`src/rtl/alu_operand_loader_if.sv`:
```
// Bus bundle for alu_operand_loader: serial load port, ALU operand/result
// pins and the registered, handshaked result.
interface alu_operand_loader_if;
  logic       ena;
  logic [7:0] data_in;
  logic       load;
  logic       abort;
  logic       ready;
  logic [7:0] alu_a;
  logic [7:0] alu_b;
  logic [2:0] alu_sel;
  logic [7:0] alu_result;
  logic       alu_zero;
  logic [7:0] result;
  logic       zero;
  logic       result_valid;
  logic       overrun;

  modport master (
    output ena, data_in, load, abort, alu_result, alu_zero,
    input  ready, alu_a, alu_b, alu_sel, result, zero, result_valid, overrun
  );

  modport slave (
    input  ena, data_in, load, abort, alu_result, alu_zero,
    output ready, alu_a, alu_b, alu_sel, result, zero, result_valid, overrun
  );
endinterface

```
`src/rtl/alu_operand_loader.sv`:
```
// Serial operand/selector loader in front of the 8-bit combinational ALU; captures its result.
// Optional macro LOAD_SYNC_EN: load goes through a 2-flop synchronizer and rising-edge detector.
module alu_operand_loader (
  input logic                 clk,
  input logic                 rst,
  alu_operand_loader_if.slave bus
);

  typedef enum logic [2:0] {
    S_A    = 3'd0,
    S_B    = 3'd1,
    S_SEL  = 3'd2,
    S_EXEC = 3'd3,
    S_DONE = 3'd4
  } state_t;

  state_t     state_r;
  state_t     state_nx_s;
  logic       strobe_s;
  logic       cap_a_s;
  logic       cap_b_s;
  logic       cap_sel_s;
  logic       cap_res_s;
  logic       clr_valid_s;
  logic       set_ovr_s;
  logic       clr_ovr_s;

  logic       ready_r;
  logic [7:0] alu_a_r;
  logic [7:0] alu_b_r;
  logic [2:0] alu_sel_r;
  logic [7:0] result_r;
  logic       zero_r;
  logic       result_valid_r;
  logic       overrun_r;

`ifdef LOAD_SYNC_EN
  // Bits [1:0] form the synchronizer; bit [2] is the previous synchronized value.
  logic [2:0] load_sync_r;

  // Load synchronizer and edge history, frozen while the block is disabled
  always_ff @(posedge clk or posedge rst) begin
    if (rst) begin
      load_sync_r <= 3'b000;
    end else if (bus.ena) begin
      load_sync_r <= {load_sync_r[1:0], bus.load};
    end else begin
      load_sync_r <= load_sync_r;
    end
  end

  assign strobe_s = load_sync_r[1] & ~load_sync_r[2];
`else
  assign strobe_s = bus.load;
`endif

  // Next-state decode and per-register capture strobes
  always_comb begin
    state_nx_s  = state_r;
    cap_a_s     = 1'b0;
    cap_b_s     = 1'b0;
    cap_sel_s   = 1'b0;
    cap_res_s   = 1'b0;
    clr_valid_s = 1'b0;
    set_ovr_s   = 1'b0;
    clr_ovr_s   = 1'b0;
    if (!bus.ena) begin
      state_nx_s = state_r;
    end else if (bus.abort) begin
      // abort outranks any load seen in the same cycle
      state_nx_s  = S_A;
      clr_valid_s = 1'b1;
      clr_ovr_s   = 1'b1;
    end else begin
      case (state_r)
        S_A: begin
          if (strobe_s) begin
            cap_a_s    = 1'b1;
            state_nx_s = S_B;
          end else begin
            state_nx_s = S_A;
          end
        end
        S_B: begin
          if (strobe_s) begin
            cap_b_s    = 1'b1;
            state_nx_s = S_SEL;
          end else begin
            state_nx_s = S_B;
          end
        end
        S_SEL: begin
          if (strobe_s) begin
            cap_sel_s  = 1'b1;
            state_nx_s = S_EXEC;
          end else begin
            state_nx_s = S_SEL;
          end
        end
        S_EXEC: begin
          cap_res_s  = 1'b1;
          set_ovr_s  = strobe_s;
          state_nx_s = S_DONE;
        end
        S_DONE: begin
          if (strobe_s) begin
            cap_a_s     = 1'b1;
            clr_valid_s = 1'b1;
            state_nx_s  = S_B;
          end else begin
            state_nx_s = S_DONE;
          end
        end
        default: begin
          state_nx_s = S_A;
        end
      endcase
    end
  end

  // State register with ready pre-decoded from the next state
  always_ff @(posedge clk or posedge rst) begin
    if (rst) begin
      state_r <= S_A;
      ready_r <= 1'b1;
    end else begin
      state_r <= state_nx_s;
      ready_r <= (state_nx_s != S_EXEC);
    end
  end

  // Operand and selector registers driving the ALU
  always_ff @(posedge clk or posedge rst) begin
    if (rst) begin
      alu_a_r   <= 8'h00;
      alu_b_r   <= 8'h00;
      alu_sel_r <= 3'b000;
    end else begin
      alu_a_r   <= cap_a_s   ? bus.data_in      : alu_a_r;
      alu_b_r   <= cap_b_s   ? bus.data_in      : alu_b_r;
      alu_sel_r <= cap_sel_s ? bus.data_in[2:0] : alu_sel_r;
    end
  end

  // Result capture, valid flag and sticky overrun
  always_ff @(posedge clk or posedge rst) begin
    if (rst) begin
      result_r       <= 8'h00;
      zero_r         <= 1'b0;
      result_valid_r <= 1'b0;
      overrun_r      <= 1'b0;
    end else begin
      if (cap_res_s) begin
        result_r <= bus.alu_result;
        zero_r   <= bus.alu_zero;
      end else begin
        result_r <= result_r;
        zero_r   <= zero_r;
      end
      if (cap_res_s) begin
        result_valid_r <= 1'b1;
      end else if (clr_valid_s) begin
        result_valid_r <= 1'b0;
      end else begin
        result_valid_r <= result_valid_r;
      end
      if (clr_ovr_s) begin
        overrun_r <= 1'b0;
      end else if (set_ovr_s) begin
        overrun_r <= 1'b1;
      end else begin
        overrun_r <= overrun_r;
      end
    end
  end

  assign bus.ready        = ready_r;
  assign bus.alu_a        = alu_a_r;
  assign bus.alu_b        = alu_b_r;
  assign bus.alu_sel      = alu_sel_r;
  assign bus.result       = result_r;
  assign bus.zero         = zero_r;
  assign bus.result_valid = result_valid_r;
  assign bus.overrun      = overrun_r;

endmodule
```
`src/flat_wrapper.sv`:
```
// flat-port wrapper written by rule: the top's interface ports become plain ports
module alu_operand_loader_flat 
  (clk, rst, bus_ena, bus_data_in, bus_load, bus_abort, bus_alu_result, bus_alu_zero, bus_ready, bus_alu_a, bus_alu_b, bus_alu_sel, bus_result, bus_zero, bus_result_valid, bus_overrun);
  alu_operand_loader_if bus_i ();
  input logic clk;
  input logic rst;
  input wire logic [$bits(bus_i.ena)-1:0] bus_ena;
  input wire logic [$bits(bus_i.data_in)-1:0] bus_data_in;
  input wire logic [$bits(bus_i.load)-1:0] bus_load;
  input wire logic [$bits(bus_i.abort)-1:0] bus_abort;
  input wire logic [$bits(bus_i.alu_result)-1:0] bus_alu_result;
  input wire logic [$bits(bus_i.alu_zero)-1:0] bus_alu_zero;
  output wire logic [$bits(bus_i.ready)-1:0] bus_ready;
  output wire logic [$bits(bus_i.alu_a)-1:0] bus_alu_a;
  output wire logic [$bits(bus_i.alu_b)-1:0] bus_alu_b;
  output wire logic [$bits(bus_i.alu_sel)-1:0] bus_alu_sel;
  output wire logic [$bits(bus_i.result)-1:0] bus_result;
  output wire logic [$bits(bus_i.zero)-1:0] bus_zero;
  output wire logic [$bits(bus_i.result_valid)-1:0] bus_result_valid;
  output wire logic [$bits(bus_i.overrun)-1:0] bus_overrun;
  assign bus_i.ena = bus_ena;
  assign bus_i.data_in = bus_data_in;
  assign bus_i.load = bus_load;
  assign bus_i.abort = bus_abort;
  assign bus_i.alu_result = bus_alu_result;
  assign bus_i.alu_zero = bus_alu_zero;
  assign bus_ready = bus_i.ready;
  assign bus_alu_a = bus_i.alu_a;
  assign bus_alu_b = bus_i.alu_b;
  assign bus_alu_sel = bus_i.alu_sel;
  assign bus_result = bus_i.result;
  assign bus_zero = bus_i.zero;
  assign bus_result_valid = bus_i.result_valid;
  assign bus_overrun = bus_i.overrun;
  alu_operand_loader u_core (.clk(clk), .rst(rst), .bus(bus_i));
endmodule
```
`config.mk`:
```
export PLATFORM = sky130hd
export DESIGN_NAME = alu_operand_loader_flat
export DESIGN_NICKNAME = d
export VERILOG_FILES = /design/src/rtl/alu_operand_loader_if.sv /design/src/rtl/alu_operand_loader.sv /design/src/flat_wrapper.sv
export SDC_FILE = /design/constraint.sdc
export NUM_CORES = 1
export LEC_CHECK = 0
export CELL_PAD_IN_SITES_DETAIL_PLACEMENT = 0
export CELL_PAD_IN_SITES_GLOBAL_PLACEMENT = 1
export CORE_ASPECT_RATIO = 0.7
export CORE_MARGIN = 2
export CORE_UTILIZATION = 37
export CTS_CLUSTER_SIZE = 14
export DETAILED_ROUTE_END_ITERATION = 8
export GPL_TIMING_DRIVEN = 0
export PLACE_DENSITY = 0.81
export SLEW_MARGIN = 30
export SYNTH_ARGS = -nofsm -noshare
export SYNTH_HDL_FRONTEND = slang
export SYNTH_SLANG_ARGS = --single-unit
```
`constraint.sdc`:
```
create_clock -name clk -period 3.06 [get_ports clk]
set_clock_uncertainty 0.2 [all_clocks]
set_input_delay 0.306 -clock clk [delete_from_list [all_inputs] [get_ports clk]]
set_output_delay 0.306 -clock clk [all_outputs]
set_load 0.02 [all_outputs]
```
# Word level (Yosys, flattened, before mapping)
# Cells that the tools add are included.
totals:
  mem_count: 0
  output_inout_bits: 31
  rom_bits: 0
  elab_cells: 50
  latch_bits: 0
  register_bits: 34
  input_bits: 22
  ram_bits: 0
op_classes:
  multipliers: 0
  n_div: 0
  n_shift: 0
  n_lt_le_gt_ge: 0
  add_sub_neg: 0
  bitwise: 0
  n_eq_ne: 5
  reduce_logical: 4
  n_mux: 32
ops:
  columns: ["operator", "count"]
  rows:
  - ["2-to-1 mux 1 bit", 27]
  - ["one-hot mux 3 bit (5 select lines)", 1]
  - ["2-to-1 mux 3 bit", 3]
  - ["== test 3 x 2 -> 1 bit, second input constant", 2]
  - ["nonzero test 2 bit", 2]
  - ["== test 3 x 1 -> 1 bit, second input constant", 1]
  - ["== test 3 bit, second input constant", 1]
  - ["zero test 3 bit", 1]
  - ["inequality test 3 x 2 -> 1 bit, second input constant", 1]
  - ["2-to-1 mux 2 bit", 1]
  - ["OR reduction 2 bit", 1]

# Logic depth before layout (Yosys ltp)
depth:
  word_depth: 6
  ltp_mapped: 5
  depth_no_buf: 3

# Worst setup path after synthesis
# OpenSTA, ideal clock, no wires.
synth_timing:
  path_type: "register to register"
  startpoint: "register u_core.state_r[0]"
  endpoint: "register u_core.alu_a_r[0], in the netlist u_core.bus.alu_a[0]"
  path_stages_with_launch: 5
  setup_ps: 125
  arrival_ps: 1408
  t_required_ps: 2735
  period_less_slack_ps: 1733
  path_buffers: 1
  slack_ps: 1327
  path_cell_list: "dfrtp_1 > or3b_1 > or2_1 > buf_6 > mux2_4"
synth_between:
  elab_chain_cells: 5
  word_cells_on_any_way: 6
  cone_classes: "eq/ne (1); mux (3); reduce/logical (2)"
synth_rtl:
  columns: ["element", "line", "rtl"]
  rows:
  - ["start: declaration", "alu_operand_loader.sv:17", "state_t state_r;"]
  - ["start signal: assignment", "alu_operand_loader.sv:127", "state_r <= state_nx_s;"]
  - ["== test 3 bit or zero test 3 bit (tied branches)", "alu_operand_loader.sv:75", "case (state_r)"]
  - ["OR reduction 2 bit (no source line) *", null, null]
  - ["2-to-1 mux 1 bit *", null, null]
  - ["2-to-1 mux 1 bit *", "alu_operand_loader.sv:69", "end else if (bus.abort) begin"]
  - ["2-to-1 mux 1 bit *", "alu_operand_loader.sv:67", "if (!bus.ena) begin"]
  - ["end signal: assignment", "alu_operand_loader.sv:139", "alu_a_r <= cap_a_s ? bus.data_in : alu_a_r;"]
  - ["end: declaration", "alu_operand_loader.sv:29", "logic [7:0] alu_a_r;"]
# Every way passes the cells marked *; elsewhere a longest branch is shown, timed or not.
# A chain may end at the register's enable or synchronous reset.

# Worst setup path in the final report
layout_timing:
  startpoint: "input port bus_ena"
  endpoint: "register u_core.alu_b_r[3], in the netlist u_core.bus.alu_b[3]"
layout_between:
  elab_chain_cells: 1
layout_rtl:
  columns: ["element", "line", "rtl"]
  rows:
  - ["start: declaration", "flat_wrapper.sv:7", "input wire logic [$bits(bus_i.ena)-1:0] bus_ena;"]
  - ["2-to-1 mux 1 bit", "alu_operand_loader.sv:67", null]
  - ["end signal: assignment", "alu_operand_loader.sv:140", "alu_b_r <= cap_b_s ? bus.data_in : alu_b_r;"]
  - ["end: declaration", "alu_operand_loader.sv:30", "logic [7:0] alu_b_r;"]
# No other way between the ends.

==> results.md <==
- Status: finished, final reports clean
- DRT Pass-1 Iters: 4
- FF+latch area: 852.1 um2
- Ant. Diodes: 0
- Crit path DAT: around 2.0 ns
- P&R area growth vs syn: 46.41%
- Clock buffer depth: 2
- Post-synth top area cell: dfrtp_1
- Num CTS Buffers: 5
- Synth cell types: 30
- Async SR Flop Fraction: 100.0%
- Synth warnings: 0
- Yosys top cell area share: 58.46%
- Die W: between 70 and 80 um
- Crit path launch type: input pin
- Routed Antenna Nets: 0
- Core area: 0.003581 mm2
- Slew headroom: 53.51%
- Hold_buf cts: 0
- Critical-path cell list: clkdlybuf4s50_1, and4bb_2, clkbuf_2, nand2_1, mux2_2
- Area of the multi-input gates: 524.3 um2
- All-Layer GR Usage: 15.01%
- Synthesized area: between 0.001 and 0.0015 mm2
- Clk_lat worst skew: ~0.28 ns
- Pins Over Slew Limit: 0
- Worst Path Class, Setup: input pin to flip-flop
- Total wire length: 2922 um
- Setup WS post-layout: around 1.0 ns
- Period utilization: 65.96%
- Dpl hpwl: 2092 um
- Fin area: 0.002068 mm2
- Avg Inst Size Synth: 15.19 um2
- Initial antenna violation count: 0
- Number of global-route vias before repair: 1016
- Initial core utilization: 39.45%
- Post-synth top flop: dfrtp_1
- Top-level port count: between 50 and 60
- RSZ-0062 raised after global routing: false
- DRT iter0 DRCs: 28
- Setup_tns: 0 ns
- Worst-path clk slew: around 0.07 ns
- Number of synthesized flops with an enable pin: 0
- CP Capture Type: flip-flop
- Share of cells above drive strength 1: ~28%
- Endpoints failing setup: 0
- Post-CTS resize count: 0
- Critical Path RT: 3.02 ns
- Routed vias/inst: between 4 and 5
- Placed cell areas: 0.001986 mm2
- H-tree levels: 2
- Top cells by area, synth: dfrtp_1 58%, mux2_2 16%, mux2_4 8.5%, dfstp_2 1.9%, a22o_1 1.2%
- Core Util, Final: 57.76%
- Die outline area: 0.004336 mm2
- Pleak: ~0.00093 uW
- CTS tree: built
- Worst setup path start: bus_ena
- Detailed-route via count: 981
- NumNets Final: 173
- Maxcap violations: 0
- Cell row count: 18
- Crit path time final: 2.018 ns
- Worst Hold Launch: bus_abort
- Worst r2r src: u_core.state_r[0]$_DFF_PP0_
- DP Worst Slack: 0.7268 ns
- Clk sink count: 34
- FMAX: 495.5 MHz
- Syn_nets: 115
- FILL cells: around 280
- CP max FO: 9
- Final Hold Viols: 0
- Post-CTS Setup Bufs: 0
- Largest net degree at the start of global routing: 35
- Slowest-stage cell, CP: clkdlybuf4s50_1
- Slowest stage delay, CP: 0.54 ns
- Total gr overflow: 0
- WHS: ~0.20 ns
- Final Wtd Congestion: ~0.82
- PwrDens: approximately 900 mW/mm2
- Cells after Synth: just over 90
- DRC: 0
- CTS root buffer: clkbuf_8
- Worst Tran Pin Value: 0.6963 ns
- Peak supply drop: 0.5459 mV
- Die height: 55.70 um
- Worst Hold Class: input pin to flip-flop
- Sequential share of the synthesized area: between 60% and 70%
- First-pass GRT wire length: slightly below 5000 um
- #FFs+latches synth: 34
- Port Buffers: 51
- Routed len/inst: 14.47 um
per-stage QoR:
step	std cells	total power (uW)
after floorplan	93	1164
after global placement	194	1575
after detailed placement	194	1595
after CTS	202	1921
after global routing	202	2011
final	202	1892
cells in the final DEF (no fill, tap or decap), types with 2 or more instances in the layout:
master	n
clkdlybuf4s50_1	51
dfrtp_1	33
mux2_2	20
mux2_4	8
clkbuf_8	5
clkbuf_1	2
a22o_1	2
nand2_1	2
inv_1	2
o22ai_1	2
clkinv_2	2
final cells by class:
cell class / count / area share (%)
well taps: 50 / 3.025
repair buffers: 51 / 24.68
plain buffers: 4 / 1.210
multi-input cells: 52 / 25.35
clock buffers: 6 / 3.509
inverters: 3 / 0.5445
clock inverters: 2 / 0.4840
flip-flops and latches: 34 / 41.20
worst max-delay path, delay by kind of cell:
family	cells	cell delay (ns)
buf+inv	2	0.69
simple gates	2	0.60
mux	1	0.39
Yosys cell counts, drive strengths merged, types with 2 or more instances:
cell type / n
clkbuf: 2
mux2: 28
a22o: 2
buf: 2
inv: 3
dfrtp: 33
nand2: 3
o22ai: 2
or2: 2
final timing paths:
check,slack (ns),cells after the start,to
max in group asynchronous,1.94,2,u_core.state_r[2]$_DFF_PP0_
max,1.04,5,u_core.bus.alu_b[3]$_DFFE_PP0P_
min reg2reg,0.30,1,u_core.bus.overrun$_DFFE_PP0P_
min in group asynchronous,0.26,2,u_core.bus.alu_b[4]$_DFFE_PP0P_
max reg2reg,1.21,4,u_core.bus.alu_b[3]$_DFFE_PP0P_
min,0.20,3,u_core.bus.overrun$_DFFE_PP0P_
where the power goes:
group | switching [uW] | internal, uW
sequential | 96.9 | 629
clock | 154 | 157
combinational | 377 | 478
total | 628 | 1260
cells by family (layout without fill, tap and decap cells):
| kind of cell | Yosys count | count (layout) | share of synthesized area [%] |
|---|---|---|---|
| flops | 34 | 34 | 60.32 |
| compound gates | 10 | 10 | 5.403 |
| simple gates | 14 | 14 | 7.265 |
| mux | 28 | 28 | 24.45 |
| buf+inv | 7 | 66 | 2.568 |
per-layer routing:
layer / part of all wire, % / GRT usage (%)
met5: 0 / 0
met1: 44 / 18.48
met2: 46 / 22.29
met3: 8.8 / 9.091
met4: 0.34 / 3.827
sequential cells by signal, summed over array words and instances, names as in the netlist:
register and count:
u_core.bus.result 8, u_core.bus.overrun 1, u_core.bus.alu_a 8, u_core.bus.alu_b 8, u_core.bus.result_valid 1, u_core.state_r 3, u_core.bus.zero 1, u_core.bus.ready 1
u_core.bus.alu_sel 3
(Power assumes the default switching activity.)
